### src/rtl/grant_decoder_pkg.sv
// Shared types and defaults for the grant decoder and its one-hot decode stage.
package grant_decoder_pkg;

    typedef enum logic {
        IDLE  = 1'b0,
        GRANT = 1'b1
    } state_e;

    localparam int DEF_N_OUT    = 4;
    localparam int DEF_HOLD_MAX = 15;

endpackage

### src/rtl/grant_decoder_onehot_dec.sv
// Combinational index-to-one-hot decoder with enable.
// When disabled the output is forced to zero regardless of the index value.
module onehot_dec
    import grant_decoder_pkg::*;
#(
    parameter int N_OUT = DEF_N_OUT,
    parameter int IDX_W = $clog2(DEF_N_OUT)
) (
    input  logic             en_i,
    input  logic [IDX_W-1:0] idx_i,
    output logic [N_OUT-1:0] onehot_o
);

    assign onehot_o = en_i ? (N_OUT'(1) << idx_i) : '0;

endmodule

### src/rtl/grant_decoder.sv
// Registered one-hot grant driven from the priority encoder's {index, zero} word.
// A grant is held until done or until HOLD_MAX cycles have elapsed.
module grant_decoder
    import grant_decoder_pkg::*;
#(
    parameter int N_OUT    = DEF_N_OUT,
    parameter int IDX_W    = 2,
    parameter int HOLD_MAX = DEF_HOLD_MAX,
    parameter int CNT_W    = 4
) (
    input  logic             clk,
    input  logic             rst,
    input  logic             in_valid,
    output logic             in_ready,
    input  logic [IDX_W-1:0] in_idx,
    input  logic             in_zero,
    input  logic             done,
    output logic [N_OUT-1:0] grant,
    output logic             grant_valid,
    output logic             none_pulse,
    output logic             timeout
);

    generate
        if (IDX_W != $clog2(N_OUT) || N_OUT < 2) begin : g_bad_idx_w
            $error("grant_decoder: IDX_W must equal log2(N_OUT), N_OUT >= 2");
        end
        if (HOLD_MAX < 1 || (HOLD_MAX - 1) >= (1 << CNT_W)) begin : g_bad_cnt_w
            $error("grant_decoder: HOLD_MAX-1 must fit in CNT_W bits");
        end
    endgenerate

    localparam logic [CNT_W-1:0] HOLD_LAST = CNT_W'(HOLD_MAX - 1);

    state_e             state_q, state_d;
    logic [N_OUT-1:0]   grant_q, grant_d;
    logic               gvld_q, gvld_d;
    logic               none_q, none_d;
    logic               tout_q, tout_d;
    logic [CNT_W-1:0]   cnt_q, cnt_d;
    logic               accept;
    logic [N_OUT-1:0]   dec_onehot;

    assign in_ready = (state_q == IDLE);
    assign accept   = in_valid & in_ready;

    onehot_dec #(.N_OUT(N_OUT), .IDX_W(IDX_W)) u_dec (
        .en_i     (accept & ~in_zero),
        .idx_i    (in_idx),
        .onehot_o (dec_onehot)
    );

    always_comb begin
        state_d = state_q;
        grant_d = grant_q;
        gvld_d  = gvld_q;
        cnt_d   = cnt_q;
        none_d  = 1'b0;
        tout_d  = 1'b0;
        case (state_q)
            IDLE: begin
                if (accept) begin
                    if (in_zero) begin
                        none_d = 1'b1;
                    end else begin
                        grant_d = dec_onehot;
                        gvld_d  = 1'b1;
                        cnt_d   = '0;
                        state_d = GRANT;
                    end
                end
            end
            GRANT: begin
                // done takes priority over expiry, so a simultaneous release is not a timeout
                if (done || cnt_q == HOLD_LAST) begin
                    grant_d = '0;
                    gvld_d  = 1'b0;
                    cnt_d   = '0;
                    tout_d  = ~done;
                    state_d = IDLE;
                end else begin
                    cnt_d = cnt_q + 1'b1;
                end
            end
            default: state_d = IDLE;
        endcase
    end

    always_ff @(posedge clk or posedge rst) begin
        if (rst) begin
            state_q <= IDLE;
            grant_q <= '0;
            gvld_q  <= 1'b0;
            none_q  <= 1'b0;
            tout_q  <= 1'b0;
            cnt_q   <= '0;
        end else begin
            state_q <= state_d;
            grant_q <= grant_d;
            gvld_q  <= gvld_d;
            none_q  <= none_d;
            tout_q  <= tout_d;
            cnt_q   <= cnt_d;
        end
    end

    assign grant       = grant_q;
    assign grant_valid = gvld_q;
    assign none_pulse  = none_q;
    assign timeout     = tout_q;

endmodule

### config.mk
export PLATFORM = sky130hd
export DESIGN_NAME = grant_decoder
export DESIGN_NICKNAME = d
export VERILOG_FILES = /design/src/rtl/grant_decoder_pkg.sv /design/src/rtl/grant_decoder_onehot_dec.sv /design/src/rtl/grant_decoder.sv
export SDC_FILE = /design/constraint.sdc
export NUM_CORES = 1
export LEC_CHECK = 0
export CORE_AREA = 2 2 39 41
export DETAILED_ROUTE_END_ITERATION = 7
export DIE_AREA = 0 0 41 43
export GPL_TIMING_DRIVEN = 0
export PLACE_DENSITY = 0.71
export SLEW_MARGIN = 20
export SYNTH_ARGS = -nofsm -noshare
export SYNTH_HDL_FRONTEND = slang
export SYNTH_SLANG_ARGS = --single-unit
### constraint.sdc
create_clock -name clk -period 1.7 [get_ports clk]
set_clock_uncertainty 0.05 [all_clocks]
set_input_delay 0.255 -clock clk [delete_from_list [all_inputs] [get_ports clk]]
set_output_delay 0.255 -clock clk [all_outputs]
set_load 0.01 [all_outputs]
==> metrics, run 1 <==
outcome finished clean; Final Util 0.540; post-synthesis cell type count 25; GRT Overall Usage 0.179; final setup fails 0; Min Clock Period, post-route 1590 ps; Worst-Margin Slew 468 ps; Iter 0 DRT Violations 6; gr ovfl total 0; Crit path required time 1390 ps; CP startpoint kind flop; Net Sw Frac 0.270; critical path class reg2out; final period utilization 0.934; DRC Markers 0; core area 1380 um^2; leading area contributor after synthesis dfrtp_1; critical path's top delay family buffers and inverters; area share of the largest cell type after synthesis 0.541; maximum clock frequency 630 MHz; Post-synth ARST share 1.00; Total Die Area 1760 um^2; Via density 5.48; clk buf depth 2; DP HPWL 886 um; worst path arrival time 1280 ps; Die Ht 43 um; die width 41 um; first-pass GRT wire length 2.05 mm; DRT Pass-1 Iters 2; initial antenna violation count 0; layout cell share with drive strength beyond 1 0.167; largest family of logic cells by synthesized area simple AND/OR/NAND/NOR gates; Sink Count 12; Num CTS Buffers 3; Synth area leaders dfrtp_1, ha_1, o2bb2ai_1, a21o_1, nor2_1; largest net degree at the start of global routing 13; antenna viol nets, final 0; Clk pwr share 0.267; part of the power in registers 0.516; Seq/Total Area, Yosys 0.541; static leakage 0.351 nW; count of final max-slew check failures 0; Port Buffers 14; CP endpoint kind primary output; Mapped Nets 57; ANT cells 0; worst path bufs/invs 2; Row Count 14; CTS Root Cell clkbuf_4; simple-gate area share of the yosys netlist 0.216; worst vdd ir 420 uV; RSZ-0062 raised after global routing no; HP Class in2async; Psw 0.000174 W; relative slew slack 0.688; CP cell instances inv_1, clkdlybuf4s50_1; Post-synth EDFFs 0; Main synth FF type dfrtp_1; area grow syn2layout 34.5%; routability-driven placement congestion ratio 0.665; synthesized instance count 48; Clock transition at path regs 70 ps; Internal Power 0.000469 W; Synth Area in Compound Gates 0.158; drt total wl 1.16 mm; CTS tree done; Mapped Area 556 um^2; setup_tns 0 ps; via count 449; final hold vios 0; mux contribution to synthesized area 0.0203; Routed WL per cell 14.1 um; Starting Density 0.401; Crit path largest cell delay 530 ps; yosys warns 0; XOR/XNOR Fraction of Synth Area 0; I/O pin count 15; Worst-Skew Late Latency 270 ps; adder-cell area share of the yosys netlist 0.0450; combinational cell fraction of total power 0.217; nets 77; H-Tree Depth 1; vias in the first global route 493; Syn Area/Cell 11.6 um^2; Synth Register Bits 12; Max Cap Viol 0; Slowest-stage cell, CP clkdlybuf4s50_1; power per standard cell area 861 nW/um^2; crit-path max FO 3
==> per-stage QoR <==
| stage | setup WS [ps] | hold WS [ps] | instance area, um^2 | std cells | total power (W) |
|---|---|---|---|---|---|
| after floorplan | 379 | 69.7 | 556 | 48 | 0.000401 |
| after global placement | 113 | 422 | 716 | 78 | 0.000467 |
| after detailed placement | 103 | 425 | 716 | 78 | 0.000473 |
| after CTS | 13.5 | 248 | 739 | 81 | 0.000651 |
| after global routing | 58.1 | 283 | 747 | 82 | 0.000685 |
| final | 113 | 242 | 747 | 82 | 0.000643 |
==> per-layer routing <==
metal,routed length (um),global-route usage
met1,469,0.178
met2,616,0.309
met3,48,0.0471
met4,23,0.100
met5,0,0
==> power by group through the flow <==
stage	Combinational (W)	Sequential, W	Clock [W]
6_report	0.000140	0.000332	0.000172
5_1_grt	0.000154	0.000335	0.000196
4_1_cts	0.000134	0.000336	0.000181
3_5_place_dp	0.000133	0.000340	0
3_3_place_gp	0.000128	0.000339	0
2_1_floorplan	0.0000593	0.000342	0
==> worst reg2reg max path, cell delays in order (launching register included) <==
cell	delay, ps
dfrtp_1	400
inv_1	60
ha_1	200
and3_1	210
o22ai_2	260
a22o_1	190
==> cell type report <==
cell class                 instances  area, um^2
clock buffer                       3        22.5
fill                             129         637
inverter                           3        11.3
multi-input combinational         33         244
sequential                        12         302
tap                               16        20.0
timing repair buffer              15         148
==> path summary, 6_finish.rpt <==
check / slack, ps / to / from / cells after the start
setup / recovery: 110 / in_ready / state_q / 2
hold / removal: 240 / none_pulse / rst / 2
min in group clk: 440 / grant[1] / grant[1] / 1
max in group asynchronous: 1020 / state_q / rst / 2
setup reg to reg: 270 / grant[2] / cnt_q[0] / 5
hold reg to reg: 440 / grant[1] / grant[1] / 1
==> placed cells by master, fill, tap and decap left out, drive strengths merged, types with 2 or more instances in the layout <==
cell type	netlist	layout
a21o	2	2
and3	2	2
clkbuf	0	3
clkdlybuf4s50	0	14
dfrtp	12	12
ha	2	2
inv	3	3
nand2	2	2
nand2b	2	2
nand3	2	2
nor2	5	5
nor3	2	2
nor3b	2	2
o2bb2ai	2	2
==> synthesized netlist by cell type, drive strengths merged, types with 2 or more instances <==
cell	n
nand3	2
and3	2
inv	3
a21o	2
o2bb2ai	2
nor2	5
nand2b	2
ha	2
nor3b	2
nand2	2
dfrtp	12
nor3	2
==> state kept, by name, summed over array words and instances (netlist names) <==
signal and flops:
none_pulse 1, state_q 1, timeout 1, grant_valid 1, grant 4, cnt_q 4
==> logic make-up (layout without fill, tap and decap cells) <==
kind of cell	after synthesis	in the layout
flip-flops	12	12
adder cells (fa/ha/maj)	2	2
AO/OA/AOI/OAI	10	10
AND/OR/NAND/NOR	20	20
buffers and inverters	3	21
multiplexers	1	1
==> repair_timing <==
item                       4_1_cts  5_1_grt
setup buffers                    0        1
setup endpoints to repair        1        1
gates resized for setup          1        0
hold buffers                     0        0
pin swaps                        0        0
cloned                           0        0
No activity file was read; power rests on OpenSTA's default activity.
==> run 2, diff against run 1 <==
- CELL_PAD_IN_SITES_DETAIL_PLACEMENT: default -> 1
- CELL_PAD_IN_SITES_GLOBAL_PLACEMENT: default -> 1
- CORE_AREA: 2 2 39 41 -> default
- CORE_MARGIN: default -> 2
- CORE_UTILIZATION: default -> 34
- DIE_AREA: 0 0 41 43 -> default
- GPL_TIMING_DRIVEN: 0 -> default
- MAX_ROUTING_LAYER: default -> met4
- PLACE_DENSITY: 0.71 -> default
- PLACE_DENSITY_LB_ADDON: default -> 0.1
==> run 2 against run 1 <==
Net effect:
- flip-flop and latch count unchanged
- largest cell class unchanged
- final cell count grew 1.2%
- register-to-register slack got worse by 30 ps
- critical endpoint unchanged
- first-iteration DRC count shrank 83%
- via count shrank 6.2%
==> metrics, run 2 (synthesis results as in run 1) <==
via count 421 (-6.2%); Final Non-Filler Cells 83 (+1.2%); antenna viol nets, final 0 (unchanged); crit-path max FO 5 (+2); Clock transition at path regs 70 ps (about the same); CP endpoint kind primary output; RSZ-0062 raised after global routing no; outcome finished clean; Total Die Area 1970 um^2 (+12%); maximum clock frequency 619 MHz (-1.8%); overall power 0.000694 W (+8.0%); hold buffer count at CTS 0 (unchanged); core area 1520 um^2 (+10%); commonest non-fill, non-tap cell in the layout clkdlybuf4s50_1; relative slew slack 0.688 (about the same); I/O pin count 15 (unchanged); count of final max-slew check failures 0 (unchanged); setup_tns 0 ps (unchanged); critical path class reg2out; post_cts resized 0 (-1); nets 77 (unchanged); metal2 WL 486 um (-21%); worst path arrival time 1310 ps (+30 ps); Via density 5.07 (-7.4%); Reg2Reg Setup Slack 240 ps (-30 ps); layout cell share with drive strength beyond 1 0.164 (-0.00249); Die Ht 44.4 um (+3.3%); Crit path required time 1390 ps (about the same); Final Util 0.498 (-0.0414); CTS Root Cell clkbuf_4; drt total wl 1.13 mm (-2.5%); filler instances 170 (+32%); commonest non-fill, non-tap cells in the layout clkdlybuf4s50_1, dfrtp_1, nor2_1, inv_1, clkbuf_4; die width 44.4 um (+8.3%); met1 WL 555 um (+18%); vias in the first global route 420 (-15%); area grow syn2layout 36.7%; routability-driven placement congestion ratio 0.749 (+13%); final period utilization 0.950 (+0.0167); ANT cells 0 (unchanged); Post-CTS Setup Bufs 0 (unchanged); DP Cell Count 79 (+1.3%); initial antenna violation count 0 (unchanged); largest net degree at the start of global routing 13 (unchanged); Worst-Margin Slew 468 ps (-0.0378 ps); static leakage 0.359 nW (+2.4%); DRC Markers 0 (unchanged); CP startpoint kind flop; gr ovfl total 0 (unchanged); worst vdd ir 421 uV (+0.22%); final setup fails 0 (unchanged); Max Cap Viol 0 (unchanged); final hold vios 0 (unchanged); Iter 0 DRT Violations 1 (-5); GRT Overall Usage 0.137 (-0.0416); DRT Pass-1 Iters 4 (+2); first-pass GRT wire length 1.82 mm (-11%); H-Tree Depth 1 (unchanged); CTS tree done; DP HPWL 834 um (-5.9%); Top Layer Used met4; Routed WL per cell 13.6 um (-3.7%); Starting Density 0.365 (-0.0369); clk buf depth 2 (unchanged); Row Count 14 (unchanged); met3 WL 66 um (+38%); Worst-Skew Late Latency 270 ps (about the same); Port Buffers 14 (unchanged); Sink Count 12 (unchanged); Num CTS Buffers 3 (unchanged); HP Class in2async; Min Clock Period, post-route 1620 ps (+28.4 ps); power per standard cell area 914 nW/um^2 (+6.2%)
run 2: area by class of cell:
cell class                 instances  area, um^2  area share
timing repair buffer              15         148       0.194
multi-input combinational         33         244       0.321
tap                               16        20.0      0.0264
inverter                           3        11.3      0.0148
clock buffer                       4        36.3      0.0478
sequential                        12         300       0.395
run 2: per-layer routing:
layer | vias to the layer above | track usage
met4 | 0 | 0.0545
met5 | - | -
met2 | 12 | 0.197
met1 | 192 | 0.169
met3 | 5 | 0.0612
li1 | 212 | -
run 2: power by group:
part / total, W / leakage (nW) / internal, W / switching (W)
logic: 0.000137 / 0.177 / 0.0000762 / 0.0000613
clock network: 0.000227 / 0.0210 / 0.000130 / 0.0000967
registers: 0.000330 / 0.161 / 0.000310 / 0.0000197
total: 0.000694 / 0.359 / 0.000517 / 0.000178
run 2: critical path, cell delays in order, from the launching register on:
cell	delay (ps)
dfrtp_1	420
inv_1	80
clkdlybuf4s50_1	530
run 2: through the flow:
| step | hold WS (ps) | instance area (um^2) | worst slack, ps |
|---|---|---|---|
| 2_1_floorplan | 69.7 | 556 | 379 |
| 3_3_place_gp | 424 | 723 | 128 |
| 3_5_place_dp | 423 | 723 | 89.4 |
| 4_1_cts | 246 | 759 | 68.3 |
| 5_1_grt | 290 | 759 | 20.5 |
| 6_report | 235 | 759 | 84.3 |
run 2: final timing paths:
kind / start / depth (start not counted) / endpoint
min reg2reg: grant[0] / 1 / grant[0]
max reg2reg: cnt_q[0] / 5 / cnt_q[2]
max in group asynchronous: rst / 2 / cnt_q[1]
max: state_q / 2 / in_ready
min: rst / 2 / grant[0]
min in group clk: grant[0] / 1 / grant[0]
